===== config.mk =====
export PLATFORM = sky130hd
export DESIGN_NAME = keystream_serializer
export DESIGN_NICKNAME = d
export VERILOG_FILES = /design/src/rtl/chacha_pkg.sv /design/src/rtl/keystream_serializer_fifo.sv /design/src/rtl/keystream_serializer.sv
export SDC_FILE = /design/constraint.sdc
export NUM_CORES = 1
export LEC_CHECK = 0
export BUFFER_PORTS_ARGS = -buffer_cell sky130_fd_sc_hd__buf_4
export CAP_MARGIN = 5
export CELL_PAD_IN_SITES_DETAIL_PLACEMENT = 0
export CELL_PAD_IN_SITES_GLOBAL_PLACEMENT = 2
export CORE_UTILIZATION = 35
export DETAILED_ROUTE_END_ITERATION = 10
export MAX_ROUTING_LAYER = met4
export PLACE_DENSITY = 0.82
export REMOVE_ABC_BUFFERS = 1
export SLEW_MARGIN = 10
export SYNTH_ARGS = -nofsm -noshare
export SYNTH_HDL_FRONTEND = slang
export SYNTH_SLANG_ARGS = --single-unit

===== constraint.sdc =====
create_clock -name clk -period 29 [get_ports clk]
set_input_delay 7.25 -clock clk [delete_from_list [all_inputs] [get_ports clk]]
set_output_delay 7.25 -clock clk [all_outputs]
set_load 0.01 [all_outputs]

===== src/rtl/chacha_pkg.sv =====
// Shared ChaCha types and helpers used by the block function and the keystream serializer.
package chacha_pkg;

    typedef logic [31:0] word_t;
    typedef word_t [3:0][3:0] matrix_t;

    localparam int WORDS_PER_BLOCK = 16;

    function automatic word_t bswap32(input word_t w);
        return {w[7:0], w[15:8], w[23:16], w[31:24]};
    endfunction

    // Word k of a row-major matrix lives at row k/4, column k%4.
    function automatic word_t matrix_word(input matrix_t m, input logic [3:0] k);
        return m[k[3:2]][k[1:0]];
    endfunction

endpackage


===== src/rtl/keystream_serializer_fifo.sv =====
// Circular buffer of keystream blocks; decides whether an incoming block is kept or dropped.
module ks_block_fifo
    import chacha_pkg::*;
#(
    parameter int DEPTH = 2,
    localparam int PW = $clog2(DEPTH),
    localparam int CW = PW + 1
) (
    input  logic          clk,
    input  logic          rst,
    input  logic          push_i,
    input  matrix_t       wdata_i,
    input  logic          pop_i,
    output logic          accept_o,
    output matrix_t       head_o,
    output word_t         next_first_o,
    output logic [CW-1:0] count_o,
    output logic          full_o,
    output logic          overflow_o
);

    localparam logic [CW-1:0] DEPTH_C = CW'(DEPTH);
    localparam logic [CW-1:0] CONE    = CW'(1);
    localparam logic [PW-1:0] PONE    = PW'(1);

    matrix_t       slots_q [DEPTH];
    logic [PW-1:0] wr_ptr_q, wr_ptr_d;
    logic [PW-1:0] rd_ptr_q, rd_ptr_d;
    logic [PW-1:0] rd_next;
    logic [CW-1:0] count_q, count_d;
    logic          full_q;
    logic          overflow_q;
    logic          accept;

    // A full buffer still takes a block if the head slot is freed on the same edge.
    always_comb begin
        accept   = push_i && ((count_q != DEPTH_C) || pop_i);
        wr_ptr_d = accept ? wr_ptr_q + PONE : wr_ptr_q;
        rd_ptr_d = pop_i  ? rd_ptr_q + PONE : rd_ptr_q;
        count_d  = count_q;
        if (accept && !pop_i) begin
            count_d = count_q + CONE;
        end else if (!accept && pop_i) begin
            count_d = count_q - CONE;
        end
        rd_next = rd_ptr_q + PONE;
    end

    always_ff @(posedge clk) begin
        if (!rst) begin
            wr_ptr_q   <= '0;
            rd_ptr_q   <= '0;
            count_q    <= '0;
            full_q     <= 1'b0;
            overflow_q <= 1'b0;
        end else begin
            wr_ptr_q <= wr_ptr_d;
            rd_ptr_q <= rd_ptr_d;
            count_q  <= count_d;
            full_q   <= (count_d == DEPTH_C);
            if (push_i && !accept) begin
                overflow_q <= 1'b1;
            end
        end
    end

    always_ff @(posedge clk) begin
        if (accept) begin
            slots_q[wr_ptr_q] <= wdata_i;
        end
    end

    assign accept_o     = accept;
    assign head_o       = slots_q[rd_ptr_q];
    assign next_first_o = slots_q[rd_next][0][0];
    assign count_o      = count_q;
    assign full_o       = full_q;
    assign overflow_o   = overflow_q;

endmodule


===== src/rtl/keystream_serializer.sv =====
// Buffers finished ChaCha keystream blocks and streams them out one word per cycle over valid/ready.
module keystream_serializer
    import chacha_pkg::*;
#(
    parameter int DEPTH     = 2,
    parameter int BYTE_SWAP = 0,
    parameter int IDX_W     = 8
) (
    input  logic             clk,
    input  logic             rst,
    input  matrix_t          block_in,
    input  logic             block_valid,
    output logic [31:0]      ks_word,
    output logic             ks_valid,
    input  logic             ks_ready,
    output logic             ks_last,
    output logic [IDX_W-1:0] ks_block_idx,
    output logic             buf_full,
    output logic             overflow
);

    localparam int CW = $clog2(DEPTH) + 1;
    localparam logic [3:0]    LAST_WORD = 4'(WORDS_PER_BLOCK - 1);
    localparam logic [CW-1:0] CONE      = CW'(1);

    typedef enum logic {IDLE, STREAM} state_t;

    state_t           state_q;
    logic [3:0]       wcnt_q;
    word_t            ks_word_q;
    logic             ks_valid_q;
    logic             ks_last_q;
    logic [IDX_W-1:0] ks_block_idx_q;

    logic             pop;
    logic             accept;
    matrix_t          head;
    word_t            next_first;
    logic [CW-1:0]    count;

    function automatic word_t fmt(input word_t w);
        return (BYTE_SWAP != 0) ? bswap32(w) : w;
    endfunction

    assign pop = ks_valid_q && ks_ready && ks_last_q;

    ks_block_fifo #(.DEPTH(DEPTH)) u_fifo (
        .clk         (clk),
        .rst         (rst),
        .push_i      (block_valid),
        .wdata_i     (block_in),
        .pop_i       (pop),
        .accept_o    (accept),
        .head_o      (head),
        .next_first_o(next_first),
        .count_o     (count),
        .full_o      (buf_full),
        .overflow_o  (overflow)
    );

    // The next word is picked one edge early so every stream output comes straight from a flop;
    // after a block ends it comes from the following slot, or from block_in when that slot is filling now.
    always_ff @(posedge clk) begin
        if (!rst) begin
            state_q        <= IDLE;
            wcnt_q         <= '0;
            ks_word_q      <= '0;
            ks_valid_q     <= 1'b0;
            ks_last_q      <= 1'b0;
            ks_block_idx_q <= '0;
        end else begin
            case (state_q)
                IDLE: begin
                    if (accept) begin
                        state_q    <= STREAM;
                        ks_valid_q <= 1'b1;
                        ks_last_q  <= 1'b0;
                        wcnt_q     <= '0;
                        ks_word_q  <= fmt(matrix_word(block_in, 4'd0));
                    end
                end
                STREAM: begin
                    if (ks_ready) begin
                        if (wcnt_q != LAST_WORD) begin
                            wcnt_q    <= wcnt_q + 4'd1;
                            ks_word_q <= fmt(matrix_word(head, wcnt_q + 4'd1));
                            ks_last_q <= (wcnt_q + 4'd1 == LAST_WORD);
                        end else begin
                            wcnt_q         <= '0;
                            ks_last_q      <= 1'b0;
                            ks_block_idx_q <= ks_block_idx_q + 1'b1;
                            if (count > CONE) begin
                                ks_word_q <= fmt(next_first);
                            end else if (accept) begin
                                ks_word_q <= fmt(matrix_word(block_in, 4'd0));
                            end else begin
                                state_q    <= IDLE;
                                ks_valid_q <= 1'b0;
                                ks_word_q  <= '0;
                            end
                        end
                    end
                end
                default: state_q <= IDLE;
            endcase
        end
    end

    assign ks_word      = ks_word_q;
    assign ks_valid     = ks_valid_q;
    assign ks_last      = ks_last_q;
    assign ks_block_idx = ks_block_idx_q;

endmodule


==> results.sh, run 1 <==
export IMPL_synthCells=3021
export IMPL_worstPathRequired_ns=29.34
export IMPL_powerDensity_nw_per_um2=66.0
export IMPL_whs_ns=0.513
export IMPL_cp_arrival_ns=11.96
export IMPL_hold_violations=0
export IMPL_post_cts_buffers=0
export IMPL_critical_path_slowest_cell="buf_4"
export IMPL_critPathLaunch="ks_ready"
export IMPL_setup_violations=0
export IMPL_wl_per_cell_um=26.1
export IMPL_cts_hold_buf=0
export IMPL_grt_remaining_overflow=0
export IMPL_coreArea_um2=128000
export IMPL_rr_worst_depth=8
export IMPL_r2r_start="u_fifo.count_o[0]$_SDFF_PN0_"
export IMPL_fmax_mhz=86.1
export IMPL_syn_area_per_cell_um2=14.9
export IMPL_crit_type="in -> reg"
export IMPL_yosysWarnings=0
export IMPL_yosysSeqAreaShare=0.706
export IMPL_grtUsageTotal=0.214
export IMPL_r2r_end="u_fifo.slots_q[1][231]$_DFFE_PP_"
export IMPL_p_total_mw=3.62
export IMPL_crit_end="u_fifo.slots_q[1][231]$_DFFE_PP_"
export IMPL_dp_hpwl_mm=88.7
export IMPL_drt_iter0_drc=2280
export IMPL_min_period_over_period=0.401
export IMPL_start_util=0.353
export IMPL_cp_num_buf_inv=5
export IMPL_die_area_um2=130000
export IMPL_endpoint_kind="flip-flop"
export IMPL_synth_cell_area_um2=45100
export IMPL_vdd_drop_max_mv=0.0564
export IMPL_drcViolationCount=0
export IMPL_die_h_um=361
export IMPL_path_cells="buf_4 > nand3_1 > nand2_1 > and3_4 > buf_4 > buf_4 > buf_4 > buf_4"
export IMPL_cts_resized=0
export IMPL_htree_levels=3
export IMPL_drive_gt1_frac=0.264
export IMPL_slowest_delay_ns=0.93
export IMPL_yosys_most_used_dff="edfxtp_1"
export IMPL_antenna_found_initial=26
export IMPL_placement_rows=131
export IMPL_clock_sinks=1078
export IMPL_drtAntennaViolNets=0
export IMPL_firstDrtPassIters=6
export IMPL_syn_to_final_growth_pct=21.8
export IMPL_cts_root_buf="clkbuf_16"
export IMPL_ys_seq_elements=1078
export IMPL_grt_pass1_wl_mm=197
export IMPL_rsz0062_at_grt="no"
export IMPL_leakage_nw=18.1
export IMPL_grt_pass1_vias=28900
export IMPL_path_max_fanout=73
export IMPL_fin_tns_setup_ns=0
export IMPL_die_x_um=361
export IMPL_start_kind="input port"
export IMPL_gp_congestion=0.785
export IMPL_clk_insertion_delay_late_ns=0.73
export IMPL_hold_class="reg -> reg"
export IMPL_dp_cells=5068
export IMPL_critPathTopFamily="buffers and inverters"
export IMPL_clkTransAtPathRegs_ns=0.06
export IMPL_ys_types=47
export IMPL_maxCapViolations=0
export IMPL_layout_cells_non_filler=5302
export IMPL_cts_tree="done"
export IMPL_cts_buffers=112
export IMPL_routed_wirelength_mm=139
export IMPL_nets=4041
export IMPL_period_needed_ns=11.62
export IMPL_rrSetupSlack_ns=23.49
export IMPL_io_pins=560
export IMPL_maxSlewViolCount=0
export IMPL_finClkSkew_ns=0.0184
export IMPL_io_buffer_count=559
export IMPL_tightest_slew_ns=1.17
export IMPL_critPathMostFrequentCell="buf_4"
export IMPL_clockBufferDepth=3
export IMPL_synth_edf_count=1024
export IMPL_route_vias_total=28900
export IMPL_grt_max_degree=150
export IMPL_async_flop_share=0
export IMPL_avgViaCountPerCell=5.46
export IMPL_relSlewSlack=0.220
export IMPL_status="complete, no violations"
export IMPL_cp_depth=8
[synth_stat cells, types with 28 or more instances]
cell type,count,area (um2)
a21o_1,32,240
a21oi_1,168,841
a221oi_1,32,280
a31o_2,32,280
a31oi_1,65,407
a41oi_1,32,280
and2_1,36,225
buf_1,28,105
buf_2,47,235
clkbuf_1,145,544
dfxtp_1,54,1080
edfxtp_1,1024,30700
inv_1,36,135
mux2i_1,256,2560
mux4_2,96,2160
nand2_1,330,1240
nand2b_1,35,219
nand3_1,136,681
nor2_1,59,221
nor3_1,33,165
nor3b_1,34,255
nor4_1,32,200
o211ai_1,64,480
o21ai_0,98,490
o32ai_1,32,280
or4_1,32,240
[layout make-up]
class                      instances  area [um2]
sequential                      1078       31800
timing repair buffer             611        4620
clock inverter                    67         757
fill                           11400       72800
inverter                          36         135
multi-input combinational       1681       12400
antenna                           21        52.6
tap                             1662        2080
clock buffer                     146        3020
[cells by family (layout without fill, tap and decap cells)]
group | after synthesis | after routing | share of synthesized area
DFF | 1078 | 1078 | 0.706
and+or+nand+nor | 748 | 748 | 0.0797
AOI/OAI and AO/OA | 561 | 561 | 0.0808
muxes | 353 | 353 | 0.105
buffers and inverters | 262 | 860 | 0.0240
xor gates and xnor gates | 14 | 14 | 0.00272
adders and majority gates | 5 | 5 | 0.00139
other | 0 | 21 | 0
[metal layers]
metal / up-vias / global-route usage / wire [um]
met2: 1094 / 0.347 / 67900
met1: 14800 / 0.272 / 57200
met5: - / - / 0
met3: 162 / 0.0481 / 10900
li1: 12900 / - / -
met4: 0 / 0.0547 / 2500
[cell usage in the layout, fill, tap and decap left out, types with 33 or more instances in the layout]
cell / Yosys / final
clkbuf_16: 0 / 112
mux2i_1: 256 / 256
o211ai_1: 64 / 64
mux4_2: 96 / 96
nor2_1: 59 / 56
nand2_1: 330 / 327
dfxtp_1: 54 / 49
and2_1: 36 / 33
a21oi_1: 168 / 168
nor3_1: 33 / 33
o21ai_0: 98 / 98
inv_1: 36 / 36
edfxtp_1: 1024 / 1024
a31oi_1: 65 / 65
nand3_1: 136 / 134
nor3b_1: 34 / 33
buf_4: 2 / 608
[registers in the layout, summed over array words and instances (netlist names), named ones only]
signal,count
u_fifo.count_o,2
ks_word,32
u_fifo.overflow_o,1
ks_block_idx,8
u_fifo.wr_ptr_q,1
ks_valid,1
u_fifo.slots_q,1024
state_q,1
u_fifo.full_o,1
ks_last,1
wcnt_q,4
u_fifo.rd_ptr_q,1
[report_power, final]
group          switching, mW  internal [mW]
clock network          0.607          0.862
logic                  0.166          0.106
registers             0.0370           1.84
total                  0.810           2.81
[metrics by stage]
stage	utilization	setup WS (ns)	area, um2
global route	0.430	17.07	54900
global placement	0.400	16.62	51000
detailed placement	0.400	16.54	51000
CTS	0.429	17.35	54800
floorplan	-	-1.11	44100
finish	0.430	17.38	54900
[how the worst min path moves through the flow]
| stage | start | slack, ns | endpoint | depth (start not counted) |
|---|---|---|---|---|
| detailed placement | u_fifo.overflow_o$_SDFFE_PN0P_ | 0.49 | u_fifo.overflow_o$_SDFFE_PN0P_ | 2 |
| global placement | ks_block_idx[7]$_SDFFE_PN0P_ | 0.50 | ks_block_idx[7]$_SDFFE_PN0P_ | 2 |
| global route | ks_block_idx[7]$_SDFFE_PN0P_ | 0.57 | ks_block_idx[7]$_SDFFE_PN0P_ | 2 |
| floorplan | wcnt_q[1]$_SDFFE_PN0P_ | 0.49 | wcnt_q[1]$_SDFFE_PN0P_ | 2 |
| finish | u_fifo.overflow_o$_SDFFE_PN0P_ | 0.51 | u_fifo.overflow_o$_SDFFE_PN0P_ | 2 |
| CTS | u_fifo.overflow_o$_SDFFE_PN0P_ | 0.51 | u_fifo.overflow_o$_SDFFE_PN0P_ | 2 |
[worst reg2reg max path, stage by stage (launching register included)]
cell and delay, ns:
dfxtp_1 0.37, inv_1 0.07, ha_1 0.25, nand2_1 0.11, and3_4 0.87, buf_4 0.67
buf_4 0.85, buf_4 1.00, buf_4 0.90
No activity file was read; power rests on OpenSTA's default activity.
==> run 2, diff against run 1 <==
ABC_AREA = 1   (was not set)
PLACE_DENSITY = 0.86   (was 0.82)
clock period = 11.82 ns   (was 29 ns; I/O delays follow)
==> results.sh, run 2 <==
export IMPL_relSlewSlack=0.0935
export IMPL_min_period_over_period=0.492
export IMPL_grt_pass1_vias=31700
export IMPL_most_common_layout_cells="nand2_1, edfxtp_1, buf_4"
export IMPL_leakage_nw=24.1
export IMPL_route_vias_total=33000
export IMPL_wl_per_cell_um=20.1
export IMPL_htree_levels=3
export IMPL_hold_violations=0
export IMPL_yosysTopAreaCellShare=0.658
export IMPL_critPathMostFrequentCell="buf_4"
export IMPL_firstDrtPassIters=7
export IMPL_drive_gt1_frac=0.152
export IMPL_hold_path_depth=2
export IMPL_hold_end="ks_block_idx[3]$_SDFFE_PN0P_"
export IMPL_die_x_um=367
export IMPL_drcViolationCount=0
export IMPL_start_util=0.354
export IMPL_multi_input_area_um2=12000
export IMPL_grt_remaining_overflow=0
export IMPL_post_cts_buffers=0
export IMPL_rsz0062_at_grt="no"
export IMPL_synth_common_cells="nand2_1, edfxtp_1, nand3_1, inv_1, buf_2"
export IMPL_status="complete, no violations"
export IMPL_hold_class="reg -> reg"
export IMPL_rr_worst_depth=13
export IMPL_post_dp_cell_area_um2=52300
export IMPL_crit_type="in -> reg"
export IMPL_ys_seq_elements=1078
export IMPL_synth_cell_area_um2=46800
export IMPL_avgViaCountPerCell=4.69
export IMPL_critical_path_slowest_cell="buf_4"
export IMPL_preCtsSetupSlack_ns=5.19
export IMPL_fmax_mhz=172
export IMPL_r2r_end="ks_word[16]$_SDFFE_PN0P_"
export IMPL_yosysWarnings=0
export IMPL_finClkSkew_ns=0.0499
export IMPL_placement_rows=133
export IMPL_cp_arrival_ns=6.17
export IMPL_nets=5664
export IMPL_slowest_delay_ns=0.91
export IMPL_cts_resized=0
export IMPL_rrSetupSlack_ns=7.44
export IMPL_worstPathRequired_ns=12.18
export IMPL_cts_tree="done"
export IMPL_dp_hpwl_mm=83.5
export IMPL_layout_commonest_cell="nand2_1"
export IMPL_syn_to_final_growth_pct=20.3
export IMPL_io_buffer_count=559
export IMPL_drt_iter0_drc=2583
export IMPL_critPathTopFamily="buffers and inverters"
export IMPL_maxCapViolations=0
export IMPL_path_cells="buf_4 > nand3_2 > nand2_1 > inv_1 > nor2_4 > buf_4 > inv_1 > nor2_4 > buf_4 > buf_4"
export IMPL_yosysSeqAreaShare=0.681
export IMPL_path_max_fanout=75
export IMPL_clkTransAtPathRegs_ns=0.06
export IMPL_cts_root_buf="clkbuf_16"
export IMPL_antenna_found_initial=24
export IMPL_io_pins=560
export IMPL_coreArea_um2=132000
export IMPL_die_area_um2=135000
export IMPL_grt_max_degree=169
export IMPL_synth_most_common_cell="nand2_1"
export IMPL_async_flop_share=0
export IMPL_synth_edf_count=1024
export IMPL_setup_violations=0
export IMPL_yosys_most_used_dff="edfxtp_1"
export IMPL_grtUsageTotal=0.212
export IMPL_drtAntennaViolNets=0
export IMPL_synthCells=4690
export IMPL_ys_types=30
export IMPL_stdcell_area_um2=56300
export IMPL_vdd_drop_max_mv=0.146
export IMPL_cts_hold_buf=0
export IMPL_start_kind="input port"
export IMPL_p_total_mw=9.22
export IMPL_endpoint_kind="flip-flop"
export IMPL_gp_congestion=0.778
export IMPL_cp_num_buf_inv=6
export IMPL_top_register="u_fifo.slots_q"
export IMPL_tightest_slew_ns=1.36
export IMPL_clock_sinks=1078
export IMPL_period_needed_ns=5.81
export IMPL_largest_reg_flops=1024
export IMPL_synthTopCellsByArea="edfxtp_1, nand2_1, nand3_1, inv_1, dfxtp_1"
export IMPL_hp_start="ks_block_idx[3]$_SDFFE_PN0P_"
export IMPL_clockBufferDepth=3
export IMPL_die_h_um=367
export IMPL_syn_area_per_cell_um2=9.97
export IMPL_powerDensity_nw_per_um2=164
export IMPL_synth_largest_area_cell="edfxtp_1"
export IMPL_grt_pass1_wl_mm=207
export IMPL_cts_buffers=117
export IMPL_maxSlewViolCount=0
export IMPL_routed_wirelength_mm=141
export IMPL_r2r_start="wcnt_q[0]$_SDFFE_PN0P_"
export IMPL_seqCellArea_um2=31800
export IMPL_layout_setup_ws_ns=6.01
export IMPL_fin_tns_setup_ns=0
export IMPL_n_fill_cell=12500
export IMPL_clk_insertion_delay_late_ns=0.76
[run 2: changes by cell type in the layout (fill, tap and decap cells not counted), moves of 65 or more]
cell	delta
nand2_1	+1640
inv_1	+401
nand3_1	+351
mux2i_1	-256
nor2_1	+117
mux4_2	-96
a21oi_1	-89
o21ai_1	+71
a31oi_1	-65
[run 2: per-layer routing]
layer,track usage,part of all wire,vias to the layer above
li1,-,-,16300
met1,0.263,0.42,15700
met2,0.346,0.50,788
met3,0.0354,0.050,224
met4,0.0796,0.032,0
met5,-,0,-
[run 2: logic make-up (layout without fill, tap and decap cells)]
family	after synthesis	after routing	synth area share
and+or+nand+nor	2645	2645	0.226
other	0	22	0
xor gates and xnor gates	1	1	0.000187
adders and majority gates	5	5	0.00134
DFF	1078	1078	0.681
muxes	1	1	0.000241
buffers and inverters	708	1263	0.0640
AOI/OAI and AO/OA	252	252	0.0271
[run 2: where the power goes]
part	switching [mW]	internal, mW
Combinational	0.614	0.303
Sequential	0.0682	4.49
Clock	1.58	2.16
Total	2.26	6.96
[run 2: how the worst max path moves through the flow]
stage | from | to | depth (start not counted)
final | ks_ready | u_fifo.slots_q[0][87]$_DFFE_PP_ | 10
after floorplan | ks_ready | u_fifo.slots_q[1][0]$_DFFE_PP_ | 6
after global routing | ks_ready | u_fifo.slots_q[0][125]$_DFFE_PP_ | 10
after detailed placement | ks_ready | u_fifo.slots_q[0][215]$_DFFE_PP_ | 10
after global placement | ks_ready | u_fifo.slots_q[0][452]$_DFFE_PP_ | 10
after CTS | ks_ready | u_fifo.slots_q[0][215]$_DFFE_PP_ | 10
[run 2: final cells by class]
cell class / count / area share
tap: 1755 / 0.0390
sequential: 1078 / 0.566
clock buffer: 131 / 0.0534
inverter: 446 / 0.0300
multi-input combinational: 2904 / 0.213
antenna: 22 / 0.000979
clock inverter: 90 / 0.0166
timing repair buffer: 596 / 0.0811
[run 2: per-stage QoR]
stage	hold slack [ns]	util	instances
final	0.511	0.426	7022
after global routing	0.540	0.426	7022
after CTS	0.503	0.426	7000
after detailed placement	0.486	0.396	6779
after global placement	0.469	0.396	6779
after floorplan	0.482	-	4428
[run 2: worst register-to-register path: cells and delay by family (launching register included)]
| kind | cells | cell delay [ns] |
|---|---|---|
| compound gates | 1 | 0.11 |
| fa+ha+maj | 1 | 0.30 |
| buf+inv | 2 | 1.34 |
| flops | 1 | 0.71 |
| simple gates | 9 | 1.85 |
